<file path="config.mk">
export PLATFORM = sky130hd
export DESIGN_NAME = mux4_rr_arbiter
export DESIGN_NICKNAME = d
export VERILOG_FILES = /design/src/rtl/mux4_rr_arbiter.sv
export SDC_FILE = /design/constraint.sdc
export NUM_CORES = 1
export LEC_CHECK = 0
export CORE_ASPECT_RATIO = 1.2
export CORE_MARGIN = 2
export CORE_UTILIZATION = 33
export CTS_BUF_LIST = sky130_fd_sc_hd__clkbuf_8
export CTS_CLUSTER_DIAMETER = 30
export DETAILED_ROUTE_END_ITERATION = 6
export PLACE_DENSITY = 0.79
export SLEW_MARGIN = 5
export SYNTH_ARGS = -nofsm -noshare
export SYNTH_HDL_FRONTEND = slang
export SYNTH_SLANG_ARGS = --single-unit
</file>
<file path="constraint.sdc">
create_clock -name clk -period 1.78 [get_ports clk]
set_input_delay 0.178 -clock clk [delete_from_list [all_inputs] [get_ports clk]]
set_output_delay 0.178 -clock clk [all_outputs]
set_load 0.005 [all_outputs]
</file>
<file path="src/rtl/mux4_rr_arbiter.sv">
// Four-way round-robin packet arbiter: grants one requester per packet, steers the
// 4:1 datapath mux and registers the selected beat into a single-entry output stage.
module mux4_rr_arbiter #(
    parameter int WIDTH     = 32,
    parameter int MAX_BEATS = 16
) (
    input  logic             clk,
    input  logic             rst_n,
    input  logic [3:0]       in_valid,
    input  logic [3:0]       in_last,
    input  logic [WIDTH-1:0] d0,
    input  logic [WIDTH-1:0] d1,
    input  logic [WIDTH-1:0] d2,
    input  logic [WIDTH-1:0] d3,
    output logic [3:0]       in_ready,
    output logic [1:0]       sel,
    output logic             busy,
    output logic             out_valid,
    input  logic             out_ready,
    output logic [WIDTH-1:0] out_data,
    output logic [1:0]       out_src,
    output logic             out_last,
    output logic             overrun
);

    localparam int              CW        = $clog2(MAX_BEATS) + 1;
    localparam logic [0:0]      ST_IDLE   = 1'b0;
    localparam logic [0:0]      ST_BUSY   = 1'b1;
    localparam logic [CW-1:0]   CNT_LIMIT = CW'(MAX_BEATS - 1);

    // First requesting port after the previous winner, wrapping mod 4.
    function automatic logic [1:0] rr_pick(input logic [3:0] req, input logic [1:0] last);
        logic [1:0] pick;
        logic [1:0] idx;
        logic       found;
        pick  = 2'd0;
        found = 1'b0;
        for (int k = 1; k <= 4; k++) begin
            idx = last + 2'(k);
            if (!found && req[idx]) begin
                pick  = idx;
                found = 1'b1;
            end else begin
                pick  = pick;
            end
        end
        return pick;
    endfunction

    logic [0:0]       state_r;
    logic [1:0]       sel_r;
    logic [1:0]       last_grant_r;
    logic [CW-1:0]    beat_cnt_r;
    logic             out_valid_r;
    logic [WIDTH-1:0] out_data_r;
    logic [1:0]       out_src_r;
    logic             out_last_r;
    logic             overrun_r;

    logic [WIDTH-1:0] data_mux_s;
    logic [3:0]       in_ready_s;
    logic             xfer_s;
    logic             cap_s;
    logic             eop_s;
    logic             forced_s;
    logic [1:0]       winner_s;

    // Datapath mux driven by the current grant
    always_comb begin
        data_mux_s = {WIDTH{1'b0}};
        case (sel_r)
            2'd0:    data_mux_s = d0;
            2'd1:    data_mux_s = d1;
            2'd2:    data_mux_s = d2;
            2'd3:    data_mux_s = d3;
            default: data_mux_s = {WIDTH{1'b0}};
        endcase
    end

    // Only the granted port may be accepted, and only when the output slot frees up
    always_comb begin
        in_ready_s = 4'b0000;
        if (state_r == ST_BUSY) begin
            in_ready_s[sel_r] = ~out_valid_r | out_ready;
        end else begin
            in_ready_s = 4'b0000;
        end
    end

    assign xfer_s   = in_valid[sel_r] & in_ready_s[sel_r];
    assign cap_s    = (beat_cnt_r == CNT_LIMIT);
    assign eop_s    = xfer_s & (in_last[sel_r] | cap_s);
    assign forced_s = xfer_s & cap_s & ~in_last[sel_r];
    assign winner_s = rr_pick(in_valid, last_grant_r);

    // Grant FSM: arbitrate in IDLE, hold the grant in BUSY until end of packet
    always_ff @(posedge clk or negedge rst_n) begin
        if (!rst_n) begin
            state_r      <= ST_IDLE;
            sel_r        <= 2'd0;
            last_grant_r <= 2'd3;
            beat_cnt_r   <= {CW{1'b0}};
        end else begin
            case (state_r)
                ST_IDLE: begin
                    if (in_valid != 4'b0000) begin
                        state_r    <= ST_BUSY;
                        sel_r      <= winner_s;
                        beat_cnt_r <= {CW{1'b0}};
                    end
                end
                ST_BUSY: begin
                    if (xfer_s) begin
                        beat_cnt_r <= beat_cnt_r + CW'(1);
                        if (eop_s) begin
                            last_grant_r <= sel_r;
                            state_r      <= ST_IDLE;
                        end
                    end
                end
                default: state_r <= ST_IDLE;
            endcase
        end
    end

    // Single-entry output register; a load and an accept may coincide
    always_ff @(posedge clk or negedge rst_n) begin
        if (!rst_n) begin
            out_valid_r <= 1'b0;
            out_data_r  <= {WIDTH{1'b0}};
            out_src_r   <= 2'd0;
            out_last_r  <= 1'b0;
        end else if (xfer_s) begin
            out_valid_r <= 1'b1;
            out_data_r  <= data_mux_s;
            out_src_r   <= sel_r;
            out_last_r  <= in_last[sel_r] | cap_s;
        end else if (out_valid_r && out_ready) begin
            out_valid_r <= 1'b0;
        end
    end

    // One-cycle flag for a packet cut short at the beat limit
    always_ff @(posedge clk or negedge rst_n) begin
        if (!rst_n) begin
            overrun_r <= 1'b0;
        end else begin
            overrun_r <= forced_s;
        end
    end

    assign in_ready  = in_ready_s;
    assign sel       = sel_r;
    assign busy      = (state_r == ST_BUSY);
    assign out_valid = out_valid_r;
    assign out_data  = out_data_r;
    assign out_src   = out_src_r;
    assign out_last  = out_last_r;
    assign overrun   = overrun_r;

endmodule

</file>
### After elaboration in Yosys (flattened, before gate mapping)

Index checks and enable logic that the tools add are counted.
Widths: inputs -> output; s select.

| operators by class | value |
|---|---|
| $add $sub $neg | 4 |
| magnitude comparators | 6 |
| equality and inequality tests | 6 |
| mux-type cells | 34 |
| bitwise gates (word level) | 10 |
| reductions and logical operators | 14 |

Operators by type and width:

| operator | count |
|---|---|
| $pmux 32 s4 | 1 |
| $mux 1 | 16 |
| $lt 2x3->1 const B | 5 |
| $bmux 1 s2 | 7 |
| $mux 5 | 2 |
| $pmux 5 s2 | 1 |
| $mux 2 | 4 |
| $add 5x1->5 const B | 1 |
| $eq 5x4->1 const B | 1 |
| $logic_and 1x1->1 | 5 |
| $add 2x2->2 const B | 2 |
| $and 1x1->1 | 4 |
| $and 4x4->4 | 1 |
| $eq 2x2->1 const B | 2 |
| $mux 4 | 1 |
| $reduce_and 2->1 | 2 |
| $reduce_bool 4->1 | 1 |
| $logic_not 1->1 | 3 |
| $not 1->1 | 3 |
| $reduce_and 3->1 | 1 |
| $add 2x1->2 const B | 1 |
| $demux 1 s2 | 1 |
| $eq 2x1->1 const B | 1 |
| $ge 2x1->1 const B | 1 |
| 6 further kinds | 7 |

| storage, ports and cells | value |
|---|---|
| register bits after elaboration | 47 |
| bits of input ports | 139 |
| output and inout port bits | 44 |
| logic and storage cells | 83 |

### Longest topological paths before layout

| logic depth | value |
|---|---|
| depth in word-level cells | 13 |
| gate-level depth with buffers | 6 |
| depth with buffers taken out | 6 |

### Worst setup path after synthesis

Ideal clock, no wire load.

| path | value |
|---|---|
| path type | register -> register |
| from | register sel_r[0], in the netlist sel[0] |
| to | register out_data_r[10], in the netlist out_data[10] |
| library setup time | 125 ps |
| data arrival time | 1648 ps |
| data required time | 1655 ps |
| slack | 7 ps |
| cell stages (with the launch flop) | 5 |
| path buffers | 2 |
| period minus slack after synthesis | 1773 ps |
| cell sequence | dfrtp_1 > buf_4 > buf_2 > mux4_2 > mux2_2 |

| between the ends | value |
|---|---|
| word-level cells in the longest chain between the ends | 9 |
| elaborated cells on any way between the ends | 17 |
| those cells by class | 2 x order compare; 3 x eq/ne; 8 x mux; 2 x bitwise; 2 x reduce/logical |

RTL lines:

| what | line | source |
|---|---|---|
| start: declaration | 51 | `logic [1:0] sel_r;` |
| start signal: assignment | 108 | `sel_r <= winner_s;` |
| $lt 2x3->1 (not written as such) / $ge 2x1->1 (equally long branches) | 84 | `in_ready_s[sel_r] = ~out_valid_r \| out_ready;` |
| $logic_and 1x1->1 (not written as such) | 84 |  |
| $mux 1 (not written as such) | 84 |  |
| $demux 1 s2 | 84 |  |
| $and 4x4->4 (no source line) | - |  |
| $mux 4 | 83 | `if (state_r == ST_BUSY) begin` |
| $bmux 1 s2 | 90 | `assign xfer_s = in_valid[sel_r] & in_ready_s[sel_r];` |
| $mux 1 (not written as such) | 90 |  |
| $and 1x1->1 | 90 |  |
| end signal: assignment | 130 | `out_data_r <= {WIDTH{1'b0}};` |
| end signal: assignment | 135 | `out_data_r <= data_mux_s;` |
| end: declaration | 55 | `logic [WIDTH-1:0] out_data_r;` |

Parallel ways exist; a longest one is shown, timed or not. The select of a mux whose other input is x is not followed.
A chain may end at the register's enable or synchronous reset.

### Worst setup path after layout

| path | value |
|---|---|
| from | register sel_r[1], in the netlist sel[1] |
| to | register out_data_r[11], in the netlist out_data[11] |

The elaborated chain is that of the path after synthesis.

==> key figures <==
Status
  – Run status: finished clean

Synthesis
  – Most frequent cells after synthesis: sky130_fd_sc_hd__dfrtp_1, sky130_fd_sc_hd__mux4_2, sky130_fd_sc_hd__mux2_2
  – Biggest area contributors in the synthesized netlist: sky130_fd_sc_hd__dfrtp_1, sky130_fd_sc_hd__mux4_2, sky130_fd_sc_hd__mux2_2
  – Number of unique standard cell types used by synthesis: 32
  – Most repeated cell in the gate-level netlist after synthesis: sky130_fd_sc_hd__dfrtp_1
  – Number of nets produced by synthesis: 324
  – Mapped cell area: roughly 0.0027 mm2
  – Register area share after synthesis: a little over two fifths
  – Post-synthesis sequential element count: 47
  – Largest area contributor in the netlist: sky130_fd_sc_hd__dfrtp_1
  – Yosys warnings: 0
  – Number of enable-type register cells in the synthesized netlist: 0
  – Mean area per synthesized cell: 14.9 um2
  – Predominant post-synthesis flop cell: sky130_fd_sc_hd__dfrtp_1
  – Fraction of registers with async set or reset after synthesis: between 90% and 100%
  – Area share of the largest cell type after synthesis: between 40% and 50%
  – Cell count after synthesis: roughly 180

CTS
  – TritonCTS clock tree: yes
  – Library cell used as clock root buffer: sky130_fd_sc_hd__clkbuf_8
  – Max Root-Sink Buffers: 2
  – Source-to-sink clock delay at the later pin of the worst-skew pair: a little under 0.3 ns
  – Number of buffers created by CTS: 5
  – H-Tree Depth: 2
  – Clk pin slew, worst setup/hold paths: approximately 0.090 ns
  – Clock sink count: between 40 and 50

Worst setup path
  – Buffers and inverters on the worst path: 1
  – Crit start category: flip-flop
  – Family with the most delay on the worst path: multiplexers
  – RR Startpoint: sel[1]$_DFFE_PN0P_
  – Worst R2R Setup Slack: 0.03 ns
  – Arrival time at the worst endpoint: a little under 2 ns
  – Length in cells of the worst reg-to-reg path: 4
  – Crit end category: flip-flop
  – Highest-delay cell along the critical path: sky130_fd_sc_hd__mux4_2
  – Cells along the critical path: mux4_2, nand3_2, buf_12, mux2_2
  – Maximum fanout along the worst path: 21
  – Crit Reg-Reg Endpoint: out_data[11]$_DFFE_PN0P_
  – Critical path required time: between 1.5 and 2 ns
  – Worst path max stage delay: approximately 0.52 ns
  – Kind of critical path: flip-flop to flip-flop

Layout
  – Layout filler cell count: approximately 640
  – Final Util: around 62%
  – Final Instance Area: 0.00501 mm2
  – Net count, final: about 520
  – Fraction of layout instances using a drive strength above 1: 28.5%
  – Number of antenna diodes: 0
  – Synthesis-to-layout area growth: 83.9%
  – Final instance count without filler cells: roughly 480

Die
  – Height of the die: around 100 um
  – Area enclosed by the die boundary: 0.00901 mm2
  – Core ar.: between 0.008 and 0.009 mm2
  – Floorplan die width: 87.0 um
  – Initial core utilization: 33.8%
  – I/O Pins: ~180
  – Site row count: 36

Place
  – Placement Setup Slack: -0.145 ns
  – Number of placed cells counting well taps: approximately 460
  – Post-detail-place hpwl: ~6600 um
  – DP Area: approximately 0.0048 mm2
  – Routability congestion estimate from global placement: between 0.7 and 0.8
  – Number of buffers inserted by port buffering: roughly 180

Timing
  – Final-report setup violation count: 0
  – Shortest period the worst path allows: between 1.5 and 2 ns
  – Count of final max-slew check failures: 0
  – F_max: about 570 MHz
  – Final count of hold timing violations: 0
  – Setup repair after global routing missed its margin: yes
  – Max transition margin: between 60 and 70%
  – Setup TNS Final: 0 ns
  – Maximum clock skew at final layout: between 0.002 and 0.003 ns
  – Minimum setup slack in the final design: 0.0321 ns
  – Measured slew at the worst slew-check pin: between 0.4 and 0.5 ns
  – Part of the cycle the worst path needs: 98.2%

Job
  – Max-cap violations: 0

Drt
  – Vias: 2441
  – Number of vias per cell: ~5.1
  – Number of nets still failing antenna checks after routing: 0
  – Total Routed Length: about 8400 um
  – Detail-routed net length per standard cell: 17.7 um
  – Drt drc: 0
  – Pre-antenna DRT Iters: 4
  – First-iteration detailed-routing DRC count: roughly 110

Pwr
  – Worst supply voltage drop on vdd: 0.000642 V
  – Leakage power figure: slightly above 2 nW
  – Pwr per Cell Area: ~1500 mW/mm2

Global routing
  – Number of global-route vias before repair: 2755
  – Overall Global Routing Usage: between 10% and 20%
  – Initial antenna violation count: 0
  – Pin count of the biggest net entering global routing: 22
  – First-pass GRT wire length: about 14000 um
  – Grt total ovfl: 0

Worst hold path
  – Hold Path Class: primary input to async pin
==> power breakdown <==
| group | internal [mW] | total [mW] | switching [mW] |
|---|---|---|---|
| logic | 2.97 | 4.54 | 1.57 |
| clock network | 0.455 | 0.810 | 0.355 |
| registers | 1.62 | 1.93 | 0.318 |
==> area by class of cell <==
type / count / area, um2 / share of cell area (%)
clock buffers: 6 / 82.6 / 1.65
clock inverters: 2 / 35.0 / 0.699
inverters: 7 / 26.3 / 0.524
multi-input cells: 115 / 1460 / 29.2
flip-flops and latches: 47 / 1180 / 23.6
well taps: 95 / 119 / 2.37
repair buffers: 205 / 2110 / 42.0
==> state kept, by name, summed over array words and instances, names as in the netlist <==
signal and flops:
out_valid 1, beat_cnt_r 5, busy 1, out_src 2, out_last 1, overrun 1, sel 2, out_data 32
last_grant_r 2
==> worst max path at each step <==
stage                             startpoint                         to  slack (ns)  cells after the start
after floorplan           sel[0]$_DFFE_PN0P_   out_data[10]$_DFFE_PN0P_       0.007                      4
after global placement           in_valid[3]   out_data[31]$_DFFE_PN0P_        -0.1                      5
after detailed placement         in_valid[3]  beat_cnt_r[3]$_DFFE_PN0P_       -0.14                      7
after CTS                 sel[1]$_DFFE_PN0P_  beat_cnt_r[3]$_DFFE_PN0P_       0.004                      6
after global routing      sel[1]$_DFFE_PN0P_   out_data[11]$_DFFE_PN0P_       -0.02                      4
final                     sel[1]$_DFFE_PN0P_   out_data[11]$_DFFE_PN0P_        0.03                      4
==> routing by layer <==
layer / up-vias / share of wire (%) / track usage (%) / routed length [um]
met5: - / 0 / 0 / 0
met4: 0 / 1.7 / 5.02 / 144
met3: 10 / 9.2 / 5.74 / 777
met2: 126 / 55 / 36.9 / 4650
met1: 1194 / 34 / 20.2 / 2850
li1: 1111 / - / - / -
==> repair_timing <==
| action | CTS | global route |
|---|---|---|
| endpoints found under the hold margin | 18 | 0 |
| cloned | 2 | 0 |
| setup buffers | 4 | 1 |
| endpoints found under the setup margin | 4 | 12 |
| gates resized for setup | 5 | 4 |
| hold buffers | 1 | 0 |
==> stage by stage <==
stage | power, mW | hold slack (ns)
floorplan | 4.21 | -0.118
CTS | 7.34 | 0.376
global placement | 6.11 | 0.152
global route | 7.79 | 0.392
detailed placement | 6.22 | 0.164
finish | 7.28 | 0.364
==> cells by family after synthesis <==
family / count (synthesis) / synth area share, %
AO/OA/AOI/OAI: 20 / 4.91
adder cells (fa/ha/maj): 2 / 0.918
buffers and inverters: 21 / 3.86
flip-flops: 47 / 43.2
multiplexers: 70 / 43.0
AND/OR/NAND/NOR: 23 / 4.13
==> cells in the final DEF (no fill, tap or decap), drive strengths merged, types with 5 or more instances in the layout <==
cell type,n
nor2,5
clkdlybuf4s50,178
o21ai,8
inv,7
nand3,6
dfrtp,45
mux2,33
clkbuf,6
mux4,34
nand2,7
buf,21
(Power assumes the default switching activity.)
